===== src/rtl/uart_alu_ctrl.sv =====
// Byte-framed ALU front end: collects operand A, operand B and an opcode from a
// UART receiver, runs one ALU cycle and hands the result to the UART transmitter.
module uart_alu_ctrl #(
  parameter int DATA_BITS      = 8,
  parameter int OP_BITS        = 6,
  parameter int TIMEOUT_CYCLES = 1_000_000
) (
  input  logic                 i_clk,
  input  logic                 i_reset,
  input  logic                 i_rx_done,
  input  logic [DATA_BITS-1:0] i_rx_data,
  output logic [DATA_BITS-1:0] o_alu_a,
  output logic [DATA_BITS-1:0] o_alu_b,
  output logic [OP_BITS-1:0]   o_alu_op,
  input  logic [DATA_BITS-1:0] i_alu_result,
  output logic                 o_tx_start,
  output logic [DATA_BITS-1:0] o_tx_data,
  input  logic                 i_tx_done,
  output logic                 o_busy,
  output logic                 o_err
);

  localparam int CW = (TIMEOUT_CYCLES > 1) ? $clog2(TIMEOUT_CYCLES) : 1;

  typedef enum logic [2:0] {
    WAIT_A, WAIT_B, WAIT_OP, EXEC, SEND, WAIT_TX
  } state_t;

  state_t               state_q;
  logic [CW-1:0]        cnt_q;
  logic [DATA_BITS-1:0] a_q, b_q, tx_data_q;
  logic [OP_BITS-1:0]   op_q;
  logic                 tx_start_q, err_q;

  logic [OP_BITS-1:0]   rx_op;
  logic                 op_ok;
  logic                 tmo;

  assign rx_op = i_rx_data[OP_BITS-1:0];
  assign tmo   = (cnt_q == CW'(TIMEOUT_CYCLES - 1));

  always_comb begin
    op_ok = 1'b0;
    case (rx_op)
      OP_BITS'(6'b100000), OP_BITS'(6'b100010), OP_BITS'(6'b100100),
      OP_BITS'(6'b100101), OP_BITS'(6'b100110), OP_BITS'(6'b100111),
      OP_BITS'(6'b000011), OP_BITS'(6'b000010): op_ok = 1'b1;
      default:                                  op_ok = 1'b0;
    endcase
  end

  always_ff @(posedge i_clk or posedge i_reset) begin
    if (i_reset) begin
      state_q    <= WAIT_A;
      cnt_q      <= '0;
      a_q        <= '0;
      b_q        <= '0;
      op_q       <= '0;
      tx_data_q  <= '0;
      tx_start_q <= 1'b0;
      err_q      <= 1'b0;
    end else begin
      tx_start_q <= 1'b0;
      err_q      <= 1'b0;
      case (state_q)
        WAIT_A: begin
          if (i_rx_done) begin
            a_q     <= i_rx_data;
            cnt_q   <= '0;
            state_q <= WAIT_B;
          end
        end
        WAIT_B: begin
          // a byte landing on the expiry cycle wins over the timeout
          if (i_rx_done) begin
            b_q     <= i_rx_data;
            cnt_q   <= '0;
            state_q <= WAIT_OP;
          end else if (tmo) begin
            err_q   <= 1'b1;
            cnt_q   <= '0;
            state_q <= WAIT_A;
          end else begin
            cnt_q <= cnt_q + CW'(1);
          end
        end
        WAIT_OP: begin
          if (i_rx_done) begin
            cnt_q <= '0;
            if (op_ok) begin
              op_q    <= rx_op;
              state_q <= EXEC;
            end else begin
              err_q   <= 1'b1;
              state_q <= WAIT_A;
            end
          end else if (tmo) begin
            err_q   <= 1'b1;
            cnt_q   <= '0;
            state_q <= WAIT_A;
          end else begin
            cnt_q <= cnt_q + CW'(1);
          end
        end
        EXEC: begin
          err_q     <= i_rx_done;
          tx_data_q <= i_alu_result;
          state_q   <= SEND;
        end
        SEND: begin
          err_q      <= i_rx_done;
          tx_start_q <= 1'b1;
          state_q    <= WAIT_TX;
        end
        WAIT_TX: begin
          err_q <= i_rx_done;
          if (i_tx_done) state_q <= WAIT_A;
        end
        default: state_q <= WAIT_A;
      endcase
    end
  end

  assign o_alu_a    = a_q;
  assign o_alu_b    = b_q;
  assign o_alu_op   = op_q;
  assign o_tx_data  = tx_data_q;
  assign o_tx_start = tx_start_q;
  assign o_err      = err_q;
  assign o_busy     = (state_q != WAIT_A);

endmodule


===== config.mk =====
export PLATFORM = sky130hd
export DESIGN_NAME = uart_alu_ctrl
export DESIGN_NICKNAME = d
export VERILOG_FILES = /design/src/rtl/uart_alu_ctrl.sv
export SDC_FILE = /design/constraint.sdc
export NUM_CORES = 1
export LEC_CHECK = 0
export BUFFER_PORTS_ARGS = -buffer_cell sky130_fd_sc_hd__buf_2
export CORE_UTILIZATION = 50
export CTS_BUF_LIST = sky130_fd_sc_hd__clkbuf_2 sky130_fd_sc_hd__clkbuf_4 sky130_fd_sc_hd__clkbuf_8
export CTS_CLUSTER_SIZE = 20
export DETAILED_ROUTE_END_ITERATION = 8
export GPL_ROUTABILITY_DRIVEN = 0
export PLACE_DENSITY = 0.85
export SYNTH_ARGS = -nofsm -noshare
export SYNTH_HDL_FRONTEND = slang
export SYNTH_SLANG_ARGS = --single-unit

===== constraint.sdc =====
create_clock -name i_clk -period 1.95 [get_ports i_clk]
set_input_delay 0.4875 -clock i_clk [delete_from_list [all_inputs] [get_ports i_clk]]
set_output_delay 0.4875 -clock i_clk [all_outputs]
set_load 0.01 [all_outputs]

==> run metrics <==
status=finished, final reports clean; area growth from synthesis to layout=22.5%; post-route fraction of the period consumed by the critical path=97.5%; pre-CTS WS=between 0.07 and 0.08 ns; number of global-route vias before repair=between 2000 and 2500; most common cell after layout, fill and taps aside=sky130_fd_sc_hd__dfrtp_1; maximum fanout count along the critical path=11; final setup vio count=0; Placeable Area=0.00482 mm2; drt pass-1 iters=4; P per Cell Area=1300 mW/mm2; count of flip-flops with a built-in enable after synthesis=0; TritonCTS clock tree=yes; highest-count cells in the layout ignoring fill and taps=sky130_fd_sc_hd__dfrtp_1, sky130_fd_sc_hd__buf_2, sky130_fd_sc_hd__mux2_2; total clock sinks=55; leak pwr=0.00147 uW; number of distinct library cell variants in the gate-level netlist after synthesis=43; post-placement cell count=approximately 350; slew margin rel.=between 60% and 70%; non-filler cells, final=363; share of final-layout standard cells stronger than drive strength 1=39.9%; syn avg cell area=between 10 and 15 um2; ordered list of cells on the worst path=buf_4 -> or3_1 -> buf_2; post-synthesis register bit count=55; Root Driver=sky130_fd_sc_hd__clkbuf_8; via count of the routed design=2055; detailed placer's ending HPWL=4140 um; vertical extent of the die=73.5 um; DRC Markers=0; synthesized net count=247; achievable frequency=526 MHz; fraction of registers with async set or reset after synthesis=100%; Worst Path Buf+Inv=2; cell row count=25; maximum level of the CTS H-tree=2; average wire per cell in the routed design=15.6 um; effective utilization at floorplan=53.1%; Hold Worst Slack=0.157 ns; First DRT Iteration DRCs=226; maximum ir drop on the vdd rail=0.000866 V; number of inserted filler cells in the final layout=between 400 and 500; area of the mapped netlist=0.00256 mm2; antenna diode instance count=0; type of the most critical hold path=in -> async; die width=73.5 um; cell count after synthesis=226; count of nets after finishing=316; Largest stage delay, worst path=~0.4 ns; number of nets with antenna violations after routing=0; yosys warns=0; worst slew pin tran=0.459 ns; share of the yosys chip area belonging to registers=a little over half; global-route wire length before repair=approximately 9700 um; Final Max Tran Viols=0; Fin Setup TNS=0 ns; endpoints failing hold=0; aggregate global-route resource usage=23.8%; cell family with the largest share of critical-path delay=flip-flops; I/O pin count=53; pin count of the biggest net entering global routing=37; clock skew after layout=0.0124 ns; top_reg_cell synth=sky130_fd_sc_hd__dfrtp_1; type of the worst setup path=reg -> out; crit start category=flip-flop; Clk pin slew, worst setup/hold paths=about 0.10 ns; Overall Power=between 4000 and 5000 uW; antenna violations before repair=0; post-DR vias/cell=approximately 5.7; kind of capture point of the worst setup path=output pin; global-route congestion overflow total=0; input/output buffers=52; post-route minimum period=1.90 ns; clock buffers created by TritonCTS=5; Crit-path slowest cell=sky130_fd_sc_hd__dfrtp_1; data arrival time of the worst path=1.41 ns; setup slack of the critical path after layout=0.0485 ns; required time worst endpoint=approximately 1.5 ns; buffers from clock root to sink, at most=2; clock latency on the worst-skew pair=0.31 ns; Post-Route WL=5670 um; number of violations of the max-capacitance limit=0; Total Die Area=roughly 0.0054 mm2
## synth_stat cells (all sizes together), types with 3 or more instances
| library cell | instances | area (um2) |
|---|---|---|
| a21oi | 7 | 35.0 |
| a22o | 4 | 35.0 |
| a31oi | 10 | 62.6 |
| a41oi | 3 | 26.3 |
| and3 | 3 | 18.8 |
| buf | 7 | 33.8 |
| dfrtp | 55 | 1380 |
| inv | 3 | 11.3 |
| mux2 | 28 | 315 |
| nand2 | 27 | 101 |
| nand2b | 4 | 25.0 |
| nand3 | 12 | 70.1 |
| nand4 | 5 | 46.3 |
| nor2 | 7 | 26.3 |
| nor3 | 6 | 51.3 |
| nor4 | 3 | 18.8 |
| o21ai | 9 | 45.0 |
| or3 | 4 | 25.0 |
| xnor2 | 3 | 26.3 |
| xor2 | 3 | 26.3 |
## repair_timing
| action | CTS | global route |
|---|---|---|
| gates resized for setup | 0 | 6 |
| endpoints found under the setup margin | 0 | 14 |
| hold buffers | 0 | 0 |
| endpoints found under the hold margin | 0 | 0 |
| setup buffers | 0 | 1 |
## per-stage QoR
step	utilization, %	instance area (um2)
4_1_cts	64.3	3100
3_5_place_dp	62.4	3010
6_report	65.0	3130
3_3_place_gp	62.4	3010
2_1_floorplan	-	2560
5_1_grt	65.0	3130
## metal layers
metal | track usage [%] | up-vias | wire length (um)
met3 | 4.53 | 9 | 242
met4 | 7.48 | 0 | 92
met2 | 38.8 | 56 | 2900
met5 | 0 | - | 0
met1 | 32.3 | 1022 | 2430
li1 | - | 968 | -
## path summary, 6_finish.rpt
check	from	cells after the start	slack (ns)	end
max reg2reg	state_q[1]$_DFFE_PP0P_	6	0.07	cnt_q[19]$_DFFE_PP0P_
min in group i_clk	i_alu_result[6]	2	0.41	o_tx_data[6]$_DFFE_PP0N_
max	state_q[0]$_DFFE_PP0P_	3	0.05	o_busy
min reg2reg	o_alu_op[4]$_DFFE_PP0P_	1	0.50	o_alu_op[4]$_DFFE_PP0P_
max in group asynchronous	i_reset	3	1.25	cnt_q[16]$_DFFE_PP0P_
min	i_reset	2	0.16	o_alu_a[0]$_DFFE_PP0P_
## area by class of cell
type	count	area, um2	share of cell area (%)
Sequential cell	55	1380	43.9
Multi-Input combinational cell	159	1150	36.7
Timing Repair Buffer	71	419	13.4
Tap cell	67	83.8	2.68
Inverter	3	11.3	0.360
Clock inverter	3	22.5	0.719
Clock buffer	5	68.8	2.20
## flip-flops by register name, summed over array words and instances, names as in the netlist
signal	flops
cnt_q	20
o_alu_a	8
o_alu_b	8
o_alu_op	6
o_err	1
o_tx_data	8
o_tx_start	1
state_q	3
## cell families (layout without fill, tap and decap cells)
family	count (synthesis)	after routing	share of synthesized area, %
and+or+nand+nor	81	81	18.1
DFF	55	55	53.8
AOI/OAI and AO/OA	43	43	11.2
muxes	28	28	12.3
buffers and inverters	12	82	2.06
xor gates and xnor gates	6	6	2.06
adders and majority gates	1	1	0.489
## worst reg2reg max path, stage by stage (launching register included)
cell                       delay [ns]
sky130_fd_sc_hd__dfrtp_1         0.38
sky130_fd_sc_hd__buf_4           0.16
sky130_fd_sc_hd__nand2b_1        0.12
sky130_fd_sc_hd__a211o_1         0.29
sky130_fd_sc_hd__a21o_2          0.25
sky130_fd_sc_hd__or4_1           0.52
sky130_fd_sc_hd__nand3_1         0.09
## power by group
| part | internal, uW | leakage [uW] | switching, uW |
|---|---|---|---|
| logic | 833 | 0.000710 | 912 |
| clock network | 258 | 0.0000485 | 384 |
| registers | 1500 | 0.000707 | 193 |
Note: power is estimated with default switching activity, not from simulation.
